File: src/rtl/cla_seq_pkg.sv
// Shared types and constants for the nibble-serial add/subtract controller.
package cla_seq_pkg;

    localparam int SLICE_W = 4;

    typedef enum logic [1:0] {
        ST_IDLE = 2'b00,
        ST_RUN  = 2'b01,
        ST_DONE = 2'b10
    } state_e;

    function automatic int cnt_w(input int nslice);
        return (nslice > 1) ? $clog2(nslice) : 1;
    endfunction

endpackage

File: src/rtl/cla_slice_seq_ctrl_add_slice.sv
// 4-bit carry-lookahead adder slice: generate/propagate carry network plus XOR sum gates.
module add_slice_4b (
    input  logic [3:0] a,
    input  logic [3:0] b,
    input  logic       c_in,
    output logic [3:0] s,
    output logic       c_out
);

    logic [3:0] g;
    logic [3:0] p;
    logic [3:0] c;

    assign g = a & b;
    assign p = a ^ b;

    // Each carry is a flat sum-of-products of c_in, so no ripple inside the slice.
    assign c[0] = c_in;
    assign c[1] = g[0] | (p[0] & c_in);
    assign c[2] = g[1] | (p[1] & g[0]) | (p[1] & p[0] & c_in);
    assign c[3] = g[2] | (p[2] & g[1]) | (p[2] & p[1] & g[0]) | (p[2] & p[1] & p[0] & c_in);
    assign c_out = g[3] | (p[3] & g[2]) | (p[3] & p[2] & g[1]) | (p[3] & p[2] & p[1] & g[0])
                 | (p[3] & p[2] & p[1] & p[0] & c_in);

    assign s = p ^ c;

endmodule

File: src/rtl/cla_slice_seq_ctrl.sv
// WIDTH-bit add/subtract computed one nibble per clock through a single shared 4-bit CLA slice.
module cla_slice_seq_ctrl
    import cla_seq_pkg::*;
#(
    parameter int WIDTH = 16
) (
    input  logic             clk,
    input  logic             rst_n,
    input  logic             in_valid,
    output logic             in_ready,
    input  logic [WIDTH-1:0] a,
    input  logic [WIDTH-1:0] b,
    input  logic             cin,
    input  logic             sub,
    output logic             busy,
    output logic             out_valid,
    input  logic             out_ready,
    output logic [WIDTH-1:0] sum,
    output logic             cout,
    output logic             ovf,
    output logic             zero
);

    localparam int NSLICE = WIDTH / SLICE_W;
    localparam int CNT_W  = cnt_w(NSLICE);
    localparam int IDX_W  = $clog2(WIDTH);
    localparam logic [CNT_W-1:0] LAST = CNT_W'(NSLICE - 1);

    state_e             state_q, state_d;
    logic [WIDTH-1:0]   opa_q, opa_d;
    logic [WIDTH-1:0]   opb_q, opb_d;
    logic [WIDTH-1:0]   sum_q, sum_d;
    logic [CNT_W-1:0]   count_q, count_d;
    logic               carry_q, carry_d;
    logic               cout_q, cout_d;
    logic               ovf_q, ovf_d;
    logic               zero_q, zero_d;

    logic               accept;
    logic               last;
    logic [IDX_W-1:0]   base;
    logic [SLICE_W-1:0] sl_a, sl_b, sl_s;
    logic               sl_c;

    assign accept = in_valid && in_ready;
    assign last   = (count_q == LAST);
    assign base   = IDX_W'(SLICE_W * int'(count_q));
    assign sl_a   = opa_q[base +: SLICE_W];
    assign sl_b   = opb_q[base +: SLICE_W];

    add_slice_4b u_slice (
        .a     (sl_a),
        .b     (sl_b),
        .c_in  (carry_q),
        .s     (sl_s),
        .c_out (sl_c)
    );

    always_ff @(posedge clk) begin
        if (!rst_n) begin
            state_q <= ST_IDLE;
        end else begin
            state_q <= state_d;
        end
    end

    always_comb begin
        state_d = state_q;
        case (state_q)
            ST_IDLE: if (accept) state_d = ST_RUN;
            ST_RUN:  if (last) state_d = ST_DONE;
            ST_DONE: if (out_ready) state_d = ST_IDLE;
            default: state_d = ST_IDLE;
        endcase
    end

    // in_ready is gated by rst_n so nothing can be accepted during a reset cycle.
    always_comb begin
        in_ready  = rst_n && (state_q == ST_IDLE);
        busy      = (state_q == ST_RUN) || (state_q == ST_DONE);
        out_valid = (state_q == ST_DONE);
    end

    always_comb begin
        opa_d   = opa_q;
        opb_d   = opb_q;
        sum_d   = sum_q;
        count_d = count_q;
        carry_d = carry_q;
        cout_d  = cout_q;
        ovf_d   = ovf_q;
        zero_d  = zero_q;
        case (state_q)
            ST_IDLE: begin
                if (accept) begin
                    opa_d   = a;
                    opb_d   = sub ? ~b : b;
                    carry_d = sub ? 1'b1 : cin;
                    count_d = '0;
                end
            end
            ST_RUN: begin
                sum_d[base +: SLICE_W] = sl_s;
                carry_d = sl_c;
                count_d = count_q + CNT_W'(1);
                if (last) begin
                    count_d = '0;
                    cout_d  = sl_c;
                    ovf_d   = (opa_q[WIDTH-1] == opb_q[WIDTH-1]) && (sum_d[WIDTH-1] != opa_q[WIDTH-1]);
                    zero_d  = (sum_d == '0);
                end
            end
            default: ;
        endcase
    end

    always_ff @(posedge clk) begin
        opa_q <= opa_d;
        opb_q <= opb_d;
        if (!rst_n) begin
            sum_q   <= '0;
            count_q <= '0;
            carry_q <= 1'b0;
            cout_q  <= 1'b0;
            ovf_q   <= 1'b0;
            zero_q  <= 1'b0;
        end else begin
            sum_q   <= sum_d;
            count_q <= count_d;
            carry_q <= carry_d;
            cout_q  <= cout_d;
            ovf_q   <= ovf_d;
            zero_q  <= zero_d;
        end
    end

    assign sum  = sum_q;
    assign cout = cout_q;
    assign ovf  = ovf_q;
    assign zero = zero_q;

endmodule

File: config.mk
export PLATFORM = sky130hd
export DESIGN_NAME = cla_slice_seq_ctrl
export DESIGN_NICKNAME = d
export VERILOG_FILES = /design/src/rtl/cla_seq_pkg.sv /design/src/rtl/cla_slice_seq_ctrl_add_slice.sv /design/src/rtl/cla_slice_seq_ctrl.sv
export SDC_FILE = /design/constraint.sdc
export NUM_CORES = 1
export LEC_CHECK = 0
export ABC_AREA = 1
export CAP_MARGIN = 10
export CORE_AREA = 2 2 77 79
export CTS_CLUSTER_DIAMETER = 150
export DETAILED_ROUTE_END_ITERATION = 16
export DIE_AREA = 0 0 79 81
export GPL_TIMING_DRIVEN = 0
export MAX_ROUTING_LAYER = met4
export PLACE_DENSITY_LB_ADDON = 0.25
export SETUP_SLACK_MARGIN = 0.02
export SLEW_MARGIN = 20
export SYNTH_ARGS = -nofsm -noshare
export SYNTH_HDL_FRONTEND = slang
export SYNTH_SLANG_ARGS = --single-unit
File: constraint.sdc
create_clock -name clk -period 8.3 [get_ports clk]
set_clock_uncertainty 0.05 [all_clocks]
set_input_delay 1.66 -clock clk [delete_from_list [all_inputs] [get_ports clk]]
set_output_delay 1.66 -clock clk [all_outputs]
set_load 0.005 [all_outputs]
## Word-level counts from Yosys, hierarchy flattened

Index checks and enable logic that the tools add are counted.

| word-level totals | value |
|---|---|
| register bits after elaboration | 56 |
| input port bits | 38 |

| cells by class | value |
|---|---|
| add/subtract/negate cells | 2 |
| muxes and demuxes | 12 |
| reductions and logical operators | 11 |
| eq/ne operators | 8 |
| shift operators | 4 |
| bitwise logic cells | 30 |

Operators with widths:

| kind | number |
|---|---|
| 16-bit by 5-bit indexed part select with 4-bit output | 2 |
| 1-bit AND | 16 |
| 16-bit bitwise mux | 1 |
| 16-bit zero test | 1 |
| 16-bit two-way mux | 1 |
| 16-bit inverter | 1 |
| 4-bit by 6-bit variable shift with 16-bit output, first input constant | 1 |
| 4-bit by 6-bit indexed part select with 16-bit output | 1 |
| 2-bit two-way mux | 5 |
| 1-bit bitwise OR | 10 |
| 4-bit XOR | 2 |
| 4-bit negator with 6-bit output | 1 |
| 2-bit case mux with 3 select lines | 1 |
| 2-bit AND reduction | 3 |
| 4-bit AND | 1 |
| 2-bit == test, second input constant | 2 |
| 2-bit != test, second input constant | 2 |
| 2-bit case mux with 2 select lines | 1 |
| 1-bit logical AND | 3 |
| 3-bit AND reduction | 1 |
| 2-bit by 1-bit adder with 2-bit output, second input constant | 1 |
| 2-bit by 1-bit == test with 1-bit output, second input constant | 1 |
| 2-bit zero test | 1 |
| 1-bit two-way mux | 2 |
| 6 further kinds | 6 |

## Logic depth before layout (Yosys ltp)

Gate-level depths: netlist of run 1.

| depth | value |
|---|---|
| word-level depth | 11 |
| gate-level depth with buffers | 19 |

## Hierarchy

Synthesis of run 1 repeated with hierarchy kept, for this count alone.

| unflattened totals | value |
|---|---|
| cell total of the unflattened synthesis | 352 |
| area total of the unflattened synthesis | 2,962.8 um^2 |

By module, submodules not included:

| module | area each (um^2) | cells an instance | instances | seq. area each (um^2) |
|---|---|---|---|---|
| cla_slice_seq_ctrl | 2,773.9 | 321 | 1 | 1,441.4 |
| add_slice_4b | 188.9 | 31 | 1 | 0.0 |

## Worst setup path after synthesis of run 1

Ideal clock, no wire load.

| timing | value |
|---|---|
| path type | input -> register |
| start point | in rst_n |
| end point | reg state_q[0] |
| required time | 8,136 ps |
| stages | 9 |
| library setup time | 114 ps |
| setup slack | 4,352 ps |
| arrival | 3,784 ps |
| buffers on the path | 0 |
| path through | nand2_1 -> nor2_1 -> inv_1 -> nand2_1 -> inv_1 -> nor2_1 -> nor2_1 -> a21oi_1 -> nor2_1 |

| between the ends | value |
|---|---|
| word-level cells in the longest chain between the ends | 4 |

RTL lines:

| what | RTL line | text |
|---|---|---|
| from (decl) | cla_slice_seq_ctrl.sv:8 | `input logic rst_n,` |
| 1-bit logical AND | cla_slice_seq_ctrl.sv:79 | `in_ready = rst_n && (state_q == ST_IDLE);` |
| 1-bit logical AND | cla_slice_seq_ctrl.sv:45 | `assign accept = in_valid && in_ready;` |
| 2-bit != test (no source line) | - |  |
| 3-bit AND reduction (no source line) | - |  |
| to (signal assigned) | cla_slice_seq_ctrl.sv:63 | `state_q <= state_d;` |
| to (decl) | cla_slice_seq_ctrl.sv:29 | `state_e state_q, state_d;` |

Parallel ways exist; a longest one is shown, timed or not.
A chain may end at the register's enable or synchronous reset.

## Worst setup path in the final report of run 1

| timing | value |
|---|---|
| start point | in rst_n |
| end point | out in_ready |

| between the ends | value |
|---|---|
| word-level cells in the longest chain between the ends | 1 |

RTL lines:

| what | RTL line | text |
|---|---|---|
| 1-bit logical AND | cla_slice_seq_ctrl.sv:79 |  |
| to (decl) | cla_slice_seq_ctrl.sv:10 | `output logic in_ready,` |

Every way passes these cells.

==> run summary, run 1 <==
The detailed-route vias per instance was 5.15; the length of the first detailed-routing pass in iterations was 5. For this configuration, the core starts out at a cell density of 52.5%. Counting both buffers and inverters, the worst setup path holds a total of 3. The number of nets produced by synthesis is 410, and the wire length of the first global-routing pass is 11,400 um. The first element of the critical path is rst_n. The tools report the clock root buffer as sky130_fd_sc_hd__clkbuf_8. After layout, the worst path uses 54.2% of the clock period. Final hold violation count: 0. The final route contains 2,567 vias. The reported max-cap violation count is 0, and the number of logic stages on the critical path including buffering is 4.

Clock-pin slew was measured on the worst setup and hold paths at 90 ps. In the final timing run, aggregate negative setup slack is 0 ps. The startpoint identified for the worst register-to-register timing path is count_q[0]$_SDFFE_PN0P_. For the count of standard-cell rows, the log shows 28.

Once detail routing completed, the nets flagged for antenna violations numbered 0. In this run the worst hold path is classified as flip-flop to flip-flop. Entering global routing, the biggest net connects 31 pins.

0 antenna diodes ended up in the layout. The worst register-to-register path ends at zero$_SDFFE_PN0P_. Largest fanout on the critical path: 2. The flip-flop and latch count after synthesis was 56. For met2 alone, demand over resource in global routing was 41.0%. For the worst setup path, the data required time is 6590 ps. TritonCTS built the clock tree. The share of total power dissipated in the clock network is 13.9%. In this run switching power makes up 40.3% of total power.

For the maximum ir drop on the vdd rail, the log shows 0.145 mV. The width of the die works out to 79 um. The part of the power in registers was 36.8%. The buffer depth of the longest clock path came out at 2. The worst setup path is captured at a primary output. The sequential fraction of the synthesis area came out at 48.4%. The master of the slowest instance on the critical path is sky130_fd_sc_hd__clkdlybuf4s50_1. The H-tree was split into 2 levels.

Buffers added to address setup during post-CTS repair amount to 0. The die area was 6400 um^2; the final worst-path setup slack was 3800 ps. For this run, global-route usage on met1 was measured as 28.4%. The number of gates resized after CTS was 0.

The clock reaches the later pin of the worst-skew pair after 310 ps. The commonest cells after synthesis are 57 x sky130_fd_sc_hd__nand2_1, 51 x sky130_fd_sc_hd__inv_1, 51 x sky130_fd_sc_hd__nor2_1, 32 x sky130_fd_sc_hd__edfxtp_1, 32 x sky130_fd_sc_hd__o21ai_0. In this run, the combinational gates consume 49.3% of the power. The netlist area before placement came out at 2980 um^2.

Share of post-route cells with drive strength above 1: 6.38%. The relative slew slack is 55.2%, and the top-area cell type share of the netlist area is 32.2%. For the internal power consumption, the log shows 0.627 mW.

After synthesis, the netlist uses 29 different library cells. Total power for the finished layout comes to 1.05 mW. Yosys synthesis warning count: 0. The cell count of the worst reg-to-reg path was 15; the count of endpoints failing setup in the final report was 0. In this design, the stage delay of the slowest critical-path cell is 490 ps. The number of pins with negative max-slew slack in the final report was 0. Busiest metal layer after global routing: met2. The post-DP HPWL is 5050 um.

The standby leakage power is 1.65 nW. At the pin with the least slew margin, the transition time is 671 ps. For this run, the share of the core covered by cells in the final layout is 66.4%. The final estimated routing congestion in global placement is 0.936, and the mean instance size in the synthesized netlist is 8.37 um^2. Setup slack on the worst reg-to-reg path comes out at 4960 ps. The overall overflow remaining after global route came out at 0.

The net count reported at finish came out at 476. Count of flip-flops with a built-in enable after synthesis: 32. The startpoint type of the worst setup path is a primary input. The final critical path time including I/O delays and setup works out to 4500 ps. The largest total area in the synthesized netlist belongs to sky130_fd_sc_hd__edfxtp_1. Kind of cell adding the most delay to the critical path: buffers and inverters.

The post-synthesis to final-layout area growth was 26.4%. Among all cell types in the netlist, the one instantiated most often is sky130_fd_sc_hd__nand2_1. The reported net switching power is 0.423 mW.

The setup slack after placement is 3800 ps. The critical path ends at in_ready. The logs give 356 for the post-synthesis instance total and 222 MHz for the maximum clock rate. In the global route stage, overall resource usage came out at 23.6%. The most common cell type on the critical path was sky130_fd_sc_hd__clkdlybuf4s50_1. The number of antenna violations at the first check in global routing is 0.

Traced cell by cell, the critical path runs through clkdlybuf4s50_1 > nand2_1 > inv_1 > clkdlybuf4s50_1. The hold slack was 437 ps. The power density of the placed cells is 278 nW/um^2, and the top-level I/O count is 60. Setup repair after global routing left no endpoint under its margin.

For this block, the initial DRC count from the detailed router was 190. For the core footprint, the log shows 5680 um^2. Among all flip-flop cells after synthesis, the most frequent one is sky130_fd_sc_hd__edfxtp_1.

After clock tree synthesis, the flow added hold-fix buffers numbering 0. Global routing consumed, on the met3 layer, 3.33% of the routing resources. Counting every sink on the clock net gives 56. In the final routed layout, each cell accounts on average for 13.6 um. After synthesis, the share of flip-flops with an asynchronous set or reset is 0%. The number of global-route vias before repair was 2,523. After synthesis, the cell types taking the most area are sky130_fd_sc_hd__edfxtp_1 32%, sky130_fd_sc_hd__dfxtp_1 16%, sky130_fd_sc_hd__nand2_1 7.2%.

The routed wire length was 6790 um. The flow ran to the end, and the final reports show no timing, DRC or antenna violations. Clock buffer count from CTS: 5. For the worst setup path, the data arrival time is 2790 ps.

Measured along the y axis, the die boundary spans 81 um. The count of input and output buffers was 58. The worst setup path is of the primary input to primary output kind.

After detailed routing, the number of remaining DRC violations is 0.
## cell type report
type | count | area, um^2
well taps | 75 | 93.8
multi-input cells | 233 | 1280
clock buffers | 6 | 72.6
clock inverters | 2 | 12.5
repair buffers | 59 | 601
fillers | 513 | 1910
inverters | 56 | 213
plain buffers | 11 | 57.6
flip-flops and latches | 56 | 1440
## state kept, by name, summed over array words and instances (netlist names)
signal / flops
ovf: 1
sum: 16
carry_q: 1
zero: 1
state_q: 2
cout: 1
opb_q: 16
count_q: 2
opa_q: 16
## kinds of logic (layout without fill, tap and decap cells)
family | Yosys count | after routing | share of synthesized area [%]
xor gates and xnor gates | 16 | 16 | 4.70
buffers and inverters | 67 | 134 | 9.07
adders and majority gates | 16 | 16 | 6.97
DFF | 56 | 56 | 48.4
AOI/OAI and AO/OA | 68 | 68 | 12.7
and+or+nand+nor | 133 | 133 | 18.2
## cells in the final DEF (no fill, tap or decap), drive strengths merged
| master | n |
|---|---|
| a21o | 1 |
| a21oi | 11 |
| a31oi | 1 |
| buf | 7 |
| clkbuf | 11 |
| clkdlybuf4s50 | 58 |
| clkinv | 2 |
| clkinvlp | 1 |
| dfxtp | 24 |
| edfxtp | 32 |
| fa | 1 |
| ha | 15 |
| inv | 55 |
| nand2 | 61 |
| nand3 | 16 |
| nand4 | 3 |
| nor2 | 52 |
| o211ai | 6 |
| o21ai | 39 |
| o22ai | 10 |
| or2 | 1 |
| xor2 | 16 |
## tightest hold or removal path, cell delays in order, from the launching register on
cell	delay, ps
sky130_fd_sc_hd__dfxtp_1	320
sky130_fd_sc_hd__nand2_1	80
sky130_fd_sc_hd__a21oi_2	50
## worst min-delay path by stage
stage | start | endpoint | depth (start not counted)
6_report | zero$_SDFFE_PN0P_ | zero$_SDFFE_PN0P_ | 2
5_1_grt | zero$_SDFFE_PN0P_ | zero$_SDFFE_PN0P_ | 2
4_1_cts | zero$_SDFFE_PN0P_ | zero$_SDFFE_PN0P_ | 2
3_5_place_dp | zero$_SDFFE_PN0P_ | zero$_SDFFE_PN0P_ | 2
3_3_place_gp | zero$_SDFFE_PN0P_ | zero$_SDFFE_PN0P_ | 2
2_1_floorplan | zero$_SDFFE_PN0P_ | zero$_SDFFE_PN0P_ | 2
## stage by stage
stage          std cells  cell area [um^2]
2_1_floorplan        356              2980
3_3_place_gp         489              3650
3_5_place_dp         490              3680
4_1_cts              498              3770
5_1_grt              498              3770
6_report             498              3770
## layer usage
layer  vias up  part of all wire, %
met5         -                    0
met4         0                  1.8
met3        11                  6.2
met2        98                   48
met1      1171                   44
li1       1287                    -
## power groups by stage
stage          sequential (mW)  clock [mW]  combinational, mW
2_1_floorplan            0.390           0              0.325
3_3_place_gp             0.392           0              0.493
3_5_place_dp             0.393           0              0.514
4_1_cts                  0.387       0.149              0.516
5_1_grt                  0.392       0.158              0.589
6_report                 0.386       0.146              0.518
(Power assumes the default switching activity.)
==> run 2, diff against run 1 <==
- CORE_AREA: 2 2 77 79 -> 2 2 79 81
- DIE_AREA: 0 0 79 81 -> 0 0 81 83
- clock period: 8.3 -> 4.7 ns (I/O delays scaled with it)
==> run summary, run 2 (same netlist as run 1, synthesis figures left out) <==
The die area was 6720 um^2 (+5.1%); the post-DP HPWL was 5170 um (+2.4%). The most frequent standard cell in the layout excluding fill and tap cells is sky130_fd_sc_hd__clkdlybuf4s50_1. The count of nets left with antenna violations after detail routing was 0 (unchanged). The tools report the clock root buffer as sky130_fd_sc_hd__clkbuf_8. The final estimated routing congestion in global placement came out at 0.953 (+1.8%).

The tools report the buffer depth of the longest clock path as 2 (unchanged). Setup repair after global routing left no endpoint under its margin. The worst hold path cell count works out to 2 (unchanged). TritonCTS built the clock tree.

The tools report the standby leakage power as 1.66 nW (+0.44%). Most common cell type on the critical path: sky130_fd_sc_hd__nor2_1. The overall overflow remaining after global route is 0 (unchanged), and the clock latency on the worst-skew pair is 310 ps (about the same).

The routed wire length is 6920 um (+1.9%), and the wire length of the first global-routing pass is 11,900 um (+4.5%). The top-level I/O count came out at 60 (unchanged). The final-layout fill cell count is 557 (+8.6%), and the post-CTS clock slew at the launch and capture registers of the worst setup and hold paths is 90 ps (about the same). The endpoint of the most critical register-to-register path is zero$_SDFFE_PN0P_. The vias after detailed routing is 2,563 (-0.16%). Master of the slowest instance on the critical path: sky130_fd_sc_hd__fa_1. The vertical die dimension is 83 um (+2.5%), and the largest fanout on the critical path is 10 (+8). The count of input and output buffers came out at 58 (unchanged). The tools report the nature of the critical path endpoint as a flip-flop. The run gives 0 (unchanged) as the number of antenna cells inserted.

The global routing usage summed across all routing layers came out at 23.2% (-0.41 points). The endpoint of the worst hold-timing path was zero$_SDFFE_PN0P_. The clock buffer count from CTS is 5 (unchanged).

The number of buffers added for setup after CTS came out at 0 (unchanged). The worst hold path startpoint was zero$_SDFFE_PN0P_. Critical path required time: 4900 ps (-1690 ps). The number of pins with negative max-slew slack in the final report was 0 (unchanged); the maximum clock rate was 296 MHz.

The run finished with clean final reports. For the starting DRC count in detailed routing, the log shows 263 (+38%). The worst min-delay path class is flip-flop to flip-flop. Compared with the post-synthesis result, the final layout area differs by 26.7%. The logs give 5 (unchanged) for the length of the first detailed-routing pass in iterations and 1320 ps (-3640 ps) for the slack of the worst reg-to-reg path. The width of the die was 81 um (+2.5%). Critical path class: flip-flop to flip-flop. The final period utilization came out at 71.9%.

The total negative slack for setup checks was 0 ps (unchanged). The run gives 0 (unchanged) as the reported max-cap violation count. The detailed-route vias per instance is 5.15 (-0.16%), and the count of clock tree sinks is 56 (unchanged). The final critical path time including I/O delays and setup was 3380 ps; the maximum single-stage delay on the critical path was 530 ps (+40 ps). The cell count of the worst reg-to-reg path works out to 17 (+2). The non-filler instance count after layout was 498 (unchanged). The detailed-route wire length per cell was 13.9 um (+1.9%); the count of standard-cell rows was 28 (unchanged).

The tools report the largest net degree at the start of global routing as 31 (unchanged). The worst setup path is launched from a flip-flop. The maximum ir drop on the vdd rail is 0.248 mV (+71%), and the number of hold buffers added after CTS is 0 (unchanged).

The net count reported at finish was 476 (unchanged). The critical path goes through buf_6 > clkbuf_1 > buf_2 > nor2_1 > o22ai_1 > fa_1 > inv_1 > nor2_1 > nand2_1 > o21ai_1 > nor2_1 > nand3_1 > nor2_1 > nand2_1 > nor2_1 > nand3_1 > a21oi_2. The power density of the placed cells was 492 nW/um^2 (+77%); the number of global-route vias before repair was 2,544 (+0.83%).

The logs give 456 ps (+18.1 ps) for the hold slack and 0 (unchanged) for the count of endpoints failing setup in the final report. The data arrival at the endpoint of the critical path came out at 3580 ps (+790 ps). The startpoint of the worst register-to-register path was count_q[0]$_SDFFE_PN0P_.

The library cells used most frequently in the layout, excluding fill and tap cells, are 58 x sky130_fd_sc_hd__clkdlybuf4s50_1, 57 x sky130_fd_sc_hd__nand2_1, 51 x sky130_fd_sc_hd__inv_1, 50 x sky130_fd_sc_hd__nor2_1. The logs give 51.2% (-1.3 points) for the starting density of the core and 57.7% (+2.4 points) for the relative slew slack. The transition time of the tightest slew-check pin is 635 ps (-36.2 ps), and the core footprint is 5820 um^2 (+2.5%). The number of gates resized after cts was 0 (unchanged); the share of post-route cells with drive strength above 1 was 6.38% (unchanged). The final core area utilization is 65.0% (-1.4 points), and the number of DRC violations after detailed routing is 0 (unchanged).

The final hold violation count is 0 (unchanged). The CTS H-tree depth was 2 (unchanged); the count of placed standard cells including taps was 490 (unchanged). The number of antenna violations at the first check in global routing was 0 (unchanged).
[run 2: changes by cell type in the layout (fill, tap and decap cells not counted), sizes merged]
| cell | before | now |
|---|---|---|
| clkinvlp | 1 | 0 |
| clkbuf | 11 | 12 |
[run 2: worst max path at each step]
stage,to,slack [ps],startpoint,cells past startpoint
after global routing,zero$_SDFFE_PN0P_,1000,count_q[0]$_SDFFE_PN0P_,17
final,zero$_SDFFE_PN0P_,1320,count_q[0]$_SDFFE_PN0P_,17
after CTS,zero$_SDFFE_PN0P_,1370,count_q[0]$_SDFFE_PN0P_,17
after floorplan,state_q[0]$_SDFFE_PN0P_,1470,rst_n,9
after detailed placement,zero$_SDFFE_PN0P_,1390,count_q[0]$_SDFFE_PN0P_,17
after global placement,state_q[0]$_SDFFE_PN0P_,410,rst_n,10
[run 2: worst max-delay path, delay by kind of cell (launching register included)]
family	cells	cell delay (ps)
AO/OA/AOI/OAI	3	550
flip-flops	1	410
buffers and inverters	4	980
adder cells (fa/ha/maj)	1	530
AND/OR/NAND/NOR	9	800
[run 2: where the power goes]
group,internal (mW),switching [mW],total [mW],leakage (nW)
sequential,0.627,0.0540,0.681,0.493
clock,0.121,0.153,0.274,0.0484
combinational,0.375,0.527,0.903,1.12
total,1.12,0.735,1.86,1.66
[run 2: cell type report]
type | instances | area (um^2) | area share [%]
buffer | 11 | 57.6 | 1.52
timing repair buffer | 59 | 601 | 15.9
clock buffer | 7 | 86.3 | 2.29
inverter | 56 | 213 | 5.63
multi-input combinational | 233 | 1280 | 33.8
sequential | 56 | 1440 | 38.2
tap | 75 | 93.8 | 2.48
clock inverter | 1 | 8.76 | 0.232
[run 2: routing by layer]
metal / vias up / share of wire [%] / wire, um / track usage, %
met5: - / 0 / 0 / -
met4: 0 / 0.91 / 63 / 5.08
met3: 8 / 5.5 / 384 / 3.80
met2: 73 / 50 / 3470 / 38.5
met1: 1185 / 43 / 3000 / 29.6
li1: 1297 / - / - / -
[run 2: stage by stage]
stage,worst slack [ps],power (mW),area (um^2)
floorplan,1470,1.26,2980
global placement,407,1.56,3650
detailed placement,1390,1.59,3680
CTS,1370,1.86,3780
global route,996,2.02,3780
finish,1320,1.86,3780
==> RTL change, RTL diff (config.mk and constraints of run 2) <==
Change the parameter `WIDTH` from 16 to 8.
--- a/src/rtl/cla_slice_seq_ctrl.sv
+++ b/src/rtl/cla_slice_seq_ctrl.sv
@@ -3,5 +3,5 @@
     import cla_seq_pkg::*;
 #(
-    parameter int WIDTH = 16
+    parameter int WIDTH = 8
 ) (
     input  logic             clk,
Ports: changed (resized a, b and sum); port bits go from 60 to 36. No check against the original RTL was run, so the function may have changed too.
==> RTL change against run 2 <==
Final area shrank 45%. Combinational power shrank 69%. Utilization shrank 29 points. Sequential cell count shrank 25. Worst setup slack gained 0.60 ns. Die area is the same. Area after synthesis shrank 47%. Wire length shrank 54%. Total power shrank 56%.
==> RTL change: results (changes against run 2) <==
| Metric | Value |
|---|---|
| Status | `complete, no violations` |
| Distinct cells, synth | `27 (-6.9%)` |
| DRT iter0 DRCs | `46 (-83%)` |
| Worst VDD drop | `146.7 uV (-41%)` |
| Global Route Usage Sum | `0.1117 (-0.1199)` |
| Arrival time of the worst setup path | `1.79 ns (-1.79 ns)` |
| Share of cells above drive strength 1 | `0.1000 (+0.03617)` |
| Commonest cells in the netlist | `nand2_1, nor2_1, inv_1` |
| Critical-path top delay cell | `clkdlybuf4s50_1` |
| Non-Filler Instances | `295 (-41%)` |
| GP Congestion | `0.8030 (-16%)` |
| Filler Cells Inserted | `639 (+15%)` |
| Final hold slack | `0.4205 ns (-0.03501 ns)` |
| First-pass detailed-route iteration total | `4 (-1)` |
| Worst Reg-to-Reg Cells | `12 (-5)` |
| Nets@finish | `250 (-47%)` |
| WL final | `3175 um (-54%)` |
| DP Area | `1996 um^2 (-46%)` |
| Dominant cells by area after synthesis | `edfxtp_1, dfxtp_1, nand2_1, ha_1, xor2_1` |
| FF-to-FF setup slack | `2.35 ns (+1.03 ns)` |
| Post-synth EDFFs | `16 (-50%)` |
| HP Start | `ovf` |
| Crit path to | `in_ready` |
| Reg2Reg Launch Point | `count_q` |
| Syn Nets | `210 (-49%)` |
| DPL Wire Length | `2405 um (-53%)` |
| Seq group | `340 uW (-50%)` |
| Critical path peak fanout | `9 (-1)` |
| Internal power | `546.5 uW (-51%)` |
| Post-synthesis sequential area ratio | `0.4968 (+0.01319)` |
==> RTL change: cell types whose count changed after synthesis, moves of 5 or more <==
cell,before,now
dfxtp_1,24,15
xor2_1,16,9
ha_1,15,8
o21ai_0,32,6
a21oi_1,10,5
nand2_1,57,35
inv_1,51,18
edfxtp_1,32,16
o22ai_1,10,0
nor2_1,51,19
==> RTL change: area by class of cell <==
cell class / instances / area, um^2 / share of cell area
Timing Repair Buffer: 33 / 330.3 / 0.1590
Inverter: 22 / 82.58 / 0.03976
Sequential cell: 31 / 780.7 / 0.3759
Clock buffer: 7 / 76.32 / 0.03675
Multi-Input combinational cell: 122 / 686.9 / 0.3307
Clock inverter: 1 / 5.005 / 0.002410
Buffer: 4 / 21.27 / 0.01024
Tap cell: 75 / 93.84 / 0.04518
==> RTL change: how the worst min path moves through the flow <==
| stage | endpoint | slack (ns) | cells past startpoint |
|---|---|---|---|
| 6_report | ovf | 0.42 | 2 |
| 5_1_grt | ovf | 0.47 | 2 |
| 4_1_cts | ovf | 0.43 | 2 |
| 3_5_place_dp | ovf | 0.42 | 2 |
| 3_3_place_gp | ovf | 0.41 | 2 |
| 2_1_floorplan | state_q[1] | 0.41 | 2 |
==> RTL change: routing by layer <==
layer,GRT usage,wire length (um)
met5,-,0
met4,0.05855,82
met3,0.03261,136
met2,0.1638,1438
met1,0.1377,1518
==> RTL change: kinds of logic after synthesis <==
| group | Yosys count | synth area share |
|---|---|---|
| adder cells (fa/ha/maj) | 9 | 0.07644 |
| flip-flops | 31 | 0.4968 |
| AND/OR/NAND/NOR | 77 | 0.2142 |
| buffers and inverters | 26 | 0.06608 |
| AO/OA/AOI/OAI | 26 | 0.09077 |
| XOR/XNOR | 10 | 0.05574 |
